===== config.mk =====
export PLATFORM = sky130hd
export DESIGN_NAME = hazard_scoreboard
export DESIGN_NICKNAME = d
export VERILOG_FILES = /design/src/rtl/hazard_scoreboard.sv
export SDC_FILE = /design/constraint.sdc
export NUM_CORES = 1
export LEC_CHECK = 0
export CORE_ASPECT_RATIO = 1.75
export CORE_MARGIN = 2
export CORE_UTILIZATION = 35
export CTS_BUF_LIST = sky130_fd_sc_hd__clkbuf_4 sky130_fd_sc_hd__clkbuf_8
export DETAILED_ROUTE_END_ITERATION = 10
export PLACE_DENSITY_LB_ADDON = 0.08
export SKIP_LAST_GASP = 1
export SYNTH_ARGS = -nofsm -noshare
export SYNTH_HDL_FRONTEND = slang
export SYNTH_SLANG_ARGS = --single-unit
export TNS_END_PERCENT = 1

===== constraint.sdc =====
create_clock -name clk_i -period 7.7 [get_ports clk_i]
set_input_delay 1.54 -clock clk_i [delete_from_list [all_inputs] [get_ports clk_i]]
set_output_delay 1.54 -clock clk_i [all_outputs]
set_load 0.1 [all_outputs]

===== src/rtl/hazard_scoreboard.sv =====
// Issue-side hazard controller: tracks producer latency per register and stalls dependent issue.
// Define HAZARD_MULDIV_EN to compile in multiply latency tracking and the mul_busy stall.
module hazard_scoreboard #(
    parameter int unsigned MUL_LAT = 4,
    parameter int unsigned CNT_W   = 16
) (
    input  logic             clk_i,
    input  logic             rst_i,
    input  logic             ID_valid_i,
    input  logic [4:0]       RSaddr_i,
    input  logic [4:0]       RTaddr_i,
    input  logic             RSuse_i,
    input  logic             RTuse_i,
    input  logic [4:0]       Regdst_i,
    input  logic             RegWrite_i,
    input  logic             MemRead_i,
    input  logic             MulDiv_i,
    output logic             stall_o,
    output logic             bubble_o,
    output logic [CNT_W-1:0] stall_cnt_o
);

    localparam logic [2:0] MulLat = 3'(MUL_LAT);

    // Entry 0 exists only so the array can be indexed directly; it is never loaded.
    logic [31:0][2:0] pend_q, pend_d;
    logic [CNT_W-1:0] cnt_q, cnt_d;

    logic rs_haz, rt_haz, raw_haz, struct_haz, stall, issue;
    logic [2:0] load_val;

`ifdef HAZARD_MULDIV_EN
    logic [2:0] mul_busy_q, mul_busy_d;

    always_comb begin
        struct_haz = ID_valid_i & MulDiv_i & (mul_busy_q != 3'd0);
        mul_busy_d = (mul_busy_q != 3'd0) ? mul_busy_q - 3'd1 : 3'd0;
        if (issue && MulDiv_i) begin
            mul_busy_d = MulLat;
        end
    end

    always_ff @(posedge clk_i or negedge rst_i) begin
        if (!rst_i) begin
            mul_busy_q <= 3'd0;
        end else begin
            mul_busy_q <= mul_busy_d;
        end
    end

    always_comb begin
        if (MulDiv_i) begin
            load_val = MulLat;
        end else if (MemRead_i) begin
            load_val = 3'd1;
        end else begin
            load_val = 3'd0;
        end
    end
`else
    logic unused_muldiv;
    assign unused_muldiv = MulDiv_i;
    assign struct_haz    = 1'b0;
    assign load_val      = MemRead_i ? 3'd1 : 3'd0;
`endif

    always_comb begin
        rs_haz  = RSuse_i && (RSaddr_i != 5'd0) && (pend_q[RSaddr_i] != 3'd0);
        rt_haz  = RTuse_i && (RTaddr_i != 5'd0) && (pend_q[RTaddr_i] != 3'd0);
        raw_haz = ID_valid_i & (rs_haz | rt_haz);
        stall   = raw_haz | struct_haz;
        issue   = ID_valid_i & ~stall;
    end

    assign stall_o     = stall;
    assign bubble_o    = stall;
    assign stall_cnt_o = cnt_q;

    // Every entry counts down; the register being written this edge takes the new latency.
    always_comb begin
        pend_d = '0;
        for (int i = 1; i < 32; i++) begin
            pend_d[i] = (pend_q[i] != 3'd0) ? pend_q[i] - 3'd1 : 3'd0;
            if (issue && RegWrite_i && (Regdst_i == 5'(i))) begin
                pend_d[i] = load_val;
            end
        end
    end

    always_comb begin
        cnt_d = cnt_q;
        if (stall && (cnt_q != {CNT_W{1'b1}})) begin
            cnt_d = cnt_q + CNT_W'(1);
        end
    end

    always_ff @(posedge clk_i or negedge rst_i) begin
        if (!rst_i) begin
            pend_q <= '0;
            cnt_q  <= '0;
        end else begin
            pend_q <= pend_d;
            cnt_q  <= cnt_d;
        end
    end

endmodule


==> flow_summary.ini, run 1 <==
[drt]
first_iter_violations = 200
top_layer = met4
drc = 0
num_vias = 4874
wl_met1_um = 6800
wl_um = 16700
dr.pass1.iters = 4
dr_wl_met2_um = 8850
ant_nets = 0
met3_length_um = 605
wl_per_cell_um = 18.1
routed_via_density = 5.27

[synth]
synth_seq_area_share = 0.435
ys_types = 62
synth_nets = 705
synth_warnings = 0
synthFlopType = dfrtp_1
synth_compound_area_frac = 0.104
synthArstFlopShare = 1.00
synth_edf_count = 0
synth_fa_ha_area_frac = 0.0579
yosys.area_share.xor_xnor = 0.0182
synthMuxAreaShare = 0.0950
synth-seq-cells = 109
syn-cell-area_um2 = 6270
synth_top_family_by_area = simple AND/OR/NAND/NOR gates
synthCells = 653
synthSimpleGateAreaFrac = 0.248
synth_area_per_cell_um2 = 9.60

[cts]
clkTransAtPathRegs_ns = 0.10
cts_resized = 0
clockRootBuffer = clkbuf_8
cts_setup_buffers = 0
clock-sinks = 109
cts_tree = built
clock_tree.buffer_depth = 2
insertion_delay_ns = 0.40
ctsHtreeMaxLevel = 3
hold_buffers = 0
numCtsBuffers = 9

[floorplanning]
die-area_um2 = 19000
pin_count = 41
row_count = 64
start_util = 0.357
design.core.area_um2 = 17500
die_w_um = 105
fp.dieH_um = 181

[sta]
worstMarginPinSlew_ns = 0.981
fin_skew_ns = 0.0113
slew_violations = 0
hold_violations = 0
setup-tns-final_ns = 0
rsz0062_at_grt = false
setup_violations = 0
finalCriticalPeriod_ns = 6.24
fin_ws_ns = 1.46
maxSlewHeadroom = 0.344
fin_crit_sh = 0.810
max_freq_mhz = 160

[grt]
gr-total-overflow = 0
grt_max_degree = 59
grt_use_total = 0.183
grt_pass1_vias = 5133
grt_pass1_wl_um = 27000
antenna_found_initial = 0

[hold_path]
hold_class = reg -> reg
whs_path_depth = 1

[critical_path]
r2r_cells = 8
worstSetupPathType = in -> out
cp-start-kind = input port
worstPathMaxFanout = 19
critPathCaptureType = output pin
crit_required_ns = 6.16
crit_arrival_ns = 4.70

[power]
peakVddDrop_uv = 279
p_per_area_nw_per_um2 = 178
leakage_uw = 0.00317

[placed_design]
dp_hpwl_um = 12500
placed_area_um2 = 6880
post-place-ws_ns = 1.50
place_inst = 908
routabilityCongestion = 0.814
port-buffer-count = 39

[cells_and_area]
instances_no_fill = 924
utilization = 0.402
final_common_cell = dfrtp_1
n_antenna_cell = 0
syn2layout_area_growth_pct = 12.6
nets = 740
fin_area_um2 = 7060
mostFrequentLayoutCells = dfrtp_1 (109), nand2_1 (78), nor2_1 (64)
final_layout_size_suffix_gt1_frac = 0.0823

[flow_run]
timing.max_cap.violations = 0

[status]
status = complete, no violations
[metal layers]
| metal | vias up | track usage |
|---|---|---|
| met2 | 109 | 0.331 |
| met5 | - | 0 |
| met1 | 2374 | 0.209 |
| li1 | 2367 | - |
| met3 | 24 | 0.0325 |
| met4 | 0 | 0.0789 |
[kinds of logic (layout without fill, tap and decap cells)]
kind of cell | count (synthesis) | after routing
XOR/XNOR | 13 | 13
adder cells (fa/ha/maj) | 29 | 29
flip-flops | 109 | 109
buffers and inverters | 59 | 99
AO/OA/AOI/OAI | 96 | 96
multiplexers | 48 | 48
AND/OR/NAND/NOR | 299 | 299
[final cells by class]
type	count	area, µm²
fill	1771	10500
multi-input combinational	485	3300
sequential	109	2730
timing repair buffer	43	413
tap	231	289
clock buffer	12	153
inverter	40	150
clock inverter	4	23.8
[critical path, stage by stage]
cell and delay, ns:
clkdlybuf4s50_1 1.05, nor4_1 0.11, a2111oi_0 0.66, o221ai_1 0.19, a311oi_1 0.44, o2bb2ai_4 0.17
and2_1 0.21, buf_4 0.31
[state kept, by name, summed over array words and instances, names as in the netlist]
name / count
stall_cnt_o: 16
pend_q: 93
[worst paths after layout]
kind,start,to,slack (ns)
max in group asynchronous,rst_i,pend_q[16],5.30
worst min register to register,stall_cnt_o[10],stall_cnt_o[10],0.51
worst max register to register,pend_q[22],pend_q[81],4.22
worst max-delay path,RTaddr_i[1],stall_o,1.46
min in group asynchronous,rst_i,pend_q[85],1.17
worst min-delay path,stall_cnt_o[10],stall_cnt_o[10],0.51
[synthesized netlist by cell type, types with 4 or more instances]
master,instances,area (µm²)
nand3_1,18,90.1
a21boi_0,7,52.6
ha_1,29,363
mux4_2,7,158
o21ai_0,7,35.0
nand3b_1,4,30.0
nand2b_1,5,31.3
o2111ai_1,4,35.0
and3_1,6,37.5
nor3b_1,17,128
nor4b_1,6,52.6
xor2_1,11,96.3
nor3_1,37,185
nor2b_1,16,100
nor4_1,14,87.6
mux2_2,14,158
and2_1,7,43.8
or2_2,5,31.3
nor2_1,64,240
dfrtp_1,109,2730
buf_2,6,30.0
mux2i_1,25,250
inv_1,39,146
clkbuf_1,7,26.3
o21bai_1,17,128
nand2_1,78,293
a211oi_1,6,45.0
or3_1,6,37.5
a21oi_1,29,145
[power by group]
group,switching (µW),leakage [µW],internal [µW]
Sequential,30.0,0.00151,594
Clock,202,0.0000969,133
Combinational,212,0.00156,86.0
[per-stage QoR]
step                hold slack, ns  total power, µW
global route                 0.538             1320
floorplan                    0.519              842
CTS                          0.505             1280
detailed placement           0.482              936
finish                       0.505             1260
global placement             0.479              931
No activity file was read; power rests on OpenSTA's default activity.
==> inputs of run 2 (changes only) <==
Clock period 7.7 ns to 5.1 ns, I/O delays scaled along.
==> run 2 against run 1 <==
Compared with the run above:
- worst setup slack got worse by 0.99 ns
- worst hold slack worse by 0.0035 ns
- critical endpoint is now bubble_o
- sequential share of layout area down 0.86 points
- routed wire length increased by 1.6%
- via count rose by 1.3%
- clock skew grew 0.010 ns
- final area grew 2.3%
==> flow_summary.ini, run 2 (synthesis results as in run 1) <==
[sta]
hold_violations = 0
rsz0062_at_grt = false
max_freq_mhz = 216
slew_violations = 0
setup-tns-final_ns = 0
maxSlewHeadroom = 0.346
fin_skew_ns = 0.0214
fin_ws_ns = 0.469
fin_crit_sh = 0.908
finalCriticalPeriod_ns = 4.63
worstMarginPinSlew_ns = 0.977
setup_violations = 0

[floorplanning]
fp.dieH_um = 181
pin_count = 41
row_count = 64
design.core.area_um2 = 17500
die_w_um = 105
die-area_um2 = 19000
start_util = 0.357

[critical_path]
crit_required_ns = 4.08
crit_arrival_ns = 3.61
critPathCaptureType = output pin
worstPathMaxFanout = 9
r2r_setup_slack_ns = 1.71
cpMaxStageDelayCell = mux4_2
cp-start-kind = input port
rr_startpoint = pend_q[22]
max_stage_delay_ns = 0.51
r2r_cells = 8
worstSetupPathType = in -> out
crit_chain = clkdlybuf4s50_1, buf_4, inv_1, mux4_2, a22oi_1, o311ai_0, o2bb2ai_4, and2_1, buf_12
rr_endpoint = pend_q[48]

[grt]
grt_pass1_vias = 4993
grt_use_total = 0.185
grt_max_degree = 65
antenna_found_initial = 0
grt_pass1_wl_um = 27000
gr-total-overflow = 0

[cts]
clockRootBuffer = clkbuf_8
cts_resized = 0
ctsHtreeMaxLevel = 3
clock-sinks = 109
cts_tree = built
numCtsBuffers = 9
clock_tree.buffer_depth = 2
hold_buffers = 0
insertion_delay_ns = 0.40
cts_setup_buffers = 0
clkTransAtPathRegs_ns = 0.11

[cells_and_area]
syn2layout_area_growth_pct = 15.1
seq_area_um2 = 2730
fillCellCount = 1753
largest_reg_flops = 93
instances_no_fill = 935
multi_input_area_um2 = 3300
fin_area_um2 = 7220
mostFrequentLayoutCells = dfrtp_1 (109), nand2_1 (78), nor2_1 (64)
top_register = pend_q
final_layout_size_suffix_gt1_frac = 0.0966
final_common_cell = dfrtp_1
n_antenna_cell = 0
nets = 751

[placed_design]
post-place-ws_ns = 0.460
place_inst = 919
port-buffer-count = 39
dp_hpwl_um = 12700
placed_area_um2 = 6990
routabilityCongestion = 0.827

[power]
leakage_uw = 0.00324
finalPower_uw = 2020
p_per_area_nw_per_um2 = 280
peakVddDrop_uv = 431

[drt]
ant_nets = 0
wl_um = 17000
num_vias = 4936
routed_via_density = 5.28
wl_per_cell_um = 18.1
first_iter_violations = 202
dr.pass1.iters = 4
drc = 0

[status]
status = complete, no violations

[hold_path]
hp-start = stall_cnt_o[8]
hold_class = reg -> reg
whs_path_depth = 1
min_to = stall_cnt_o[8]

[flow_run]
timing.max_cap.violations = 0
## run 2: critical path, delay by kind of cell
family / cells / cell delay [ns]
buffers and inverters: 4 / 1.05
muxes: 1 / 0.51
and+or+nand+nor: 1 / 0.30
AOI/OAI and AO/OA: 3 / 0.70
## run 2: metrics by stage
stage / util / hold slack [ns]
2_1_floorplan: - / 0.519
3_3_place_gp: 0.398 / 0.484
3_5_place_dp: 0.398 / 0.480
4_1_cts: 0.411 / 0.508
5_1_grt: 0.411 / 0.538
6_report: 0.411 / 0.502
## run 2: per-layer routing
layer / GRT usage / share of wire / vias to the layer above
li1: - / - / 2393
met1: 0.214 / 0.41 / 2433
met2: 0.342 / 0.54 / 89
met3: 0.0271 / 0.029 / 21
met4: 0.0672 / 0.019 / 0
met5: 0 / 0 / -
## run 2: final cells by class
| type | count | share of cell area |
|---|---|---|
| clock buffers | 11 | 0.0201 |
| well taps | 231 | 0.0401 |
| multi-input cells | 485 | 0.457 |
| clock inverters | 5 | 0.0116 |
| inverters | 40 | 0.0208 |
| flip-flops and latches | 109 | 0.378 |
| repair buffers | 54 | 0.0721 |
## run 2: worst max-delay path by stage
| stage | end | start | depth (start not counted) | slack [ns] |
|---|---|---|---|---|
| 2_1_floorplan | stall_o | RSaddr_i[1] | 8 | 0.22 |
| 3_3_place_gp | stall_o | RTaddr_i[1] | 9 | 0.50 |
| 3_5_place_dp | bubble_o | RSaddr_i[0] | 9 | 0.46 |
| 4_1_cts | bubble_o | RSaddr_i[0] | 9 | 0.46 |
| 5_1_grt | bubble_o | RTaddr_i[1] | 9 | 0.22 |
| 6_report | bubble_o | RSaddr_i[0] | 9 | 0.47 |
## run 2: where the power goes
group	switching, µW	total, µW	internal (µW)	leakage (µW)
Clock	317	614	297	0.000109
Sequential	46.2	944	898	0.00151
Combinational	324	461	137	0.00162
==> inputs of run 3 (changes only) <==
Settings changed: GPL_ROUTABILITY_DRIVEN from default to 0.
==> results of run 3 <==
No change in the layout: final DEF, timing and power equal those of run 2.
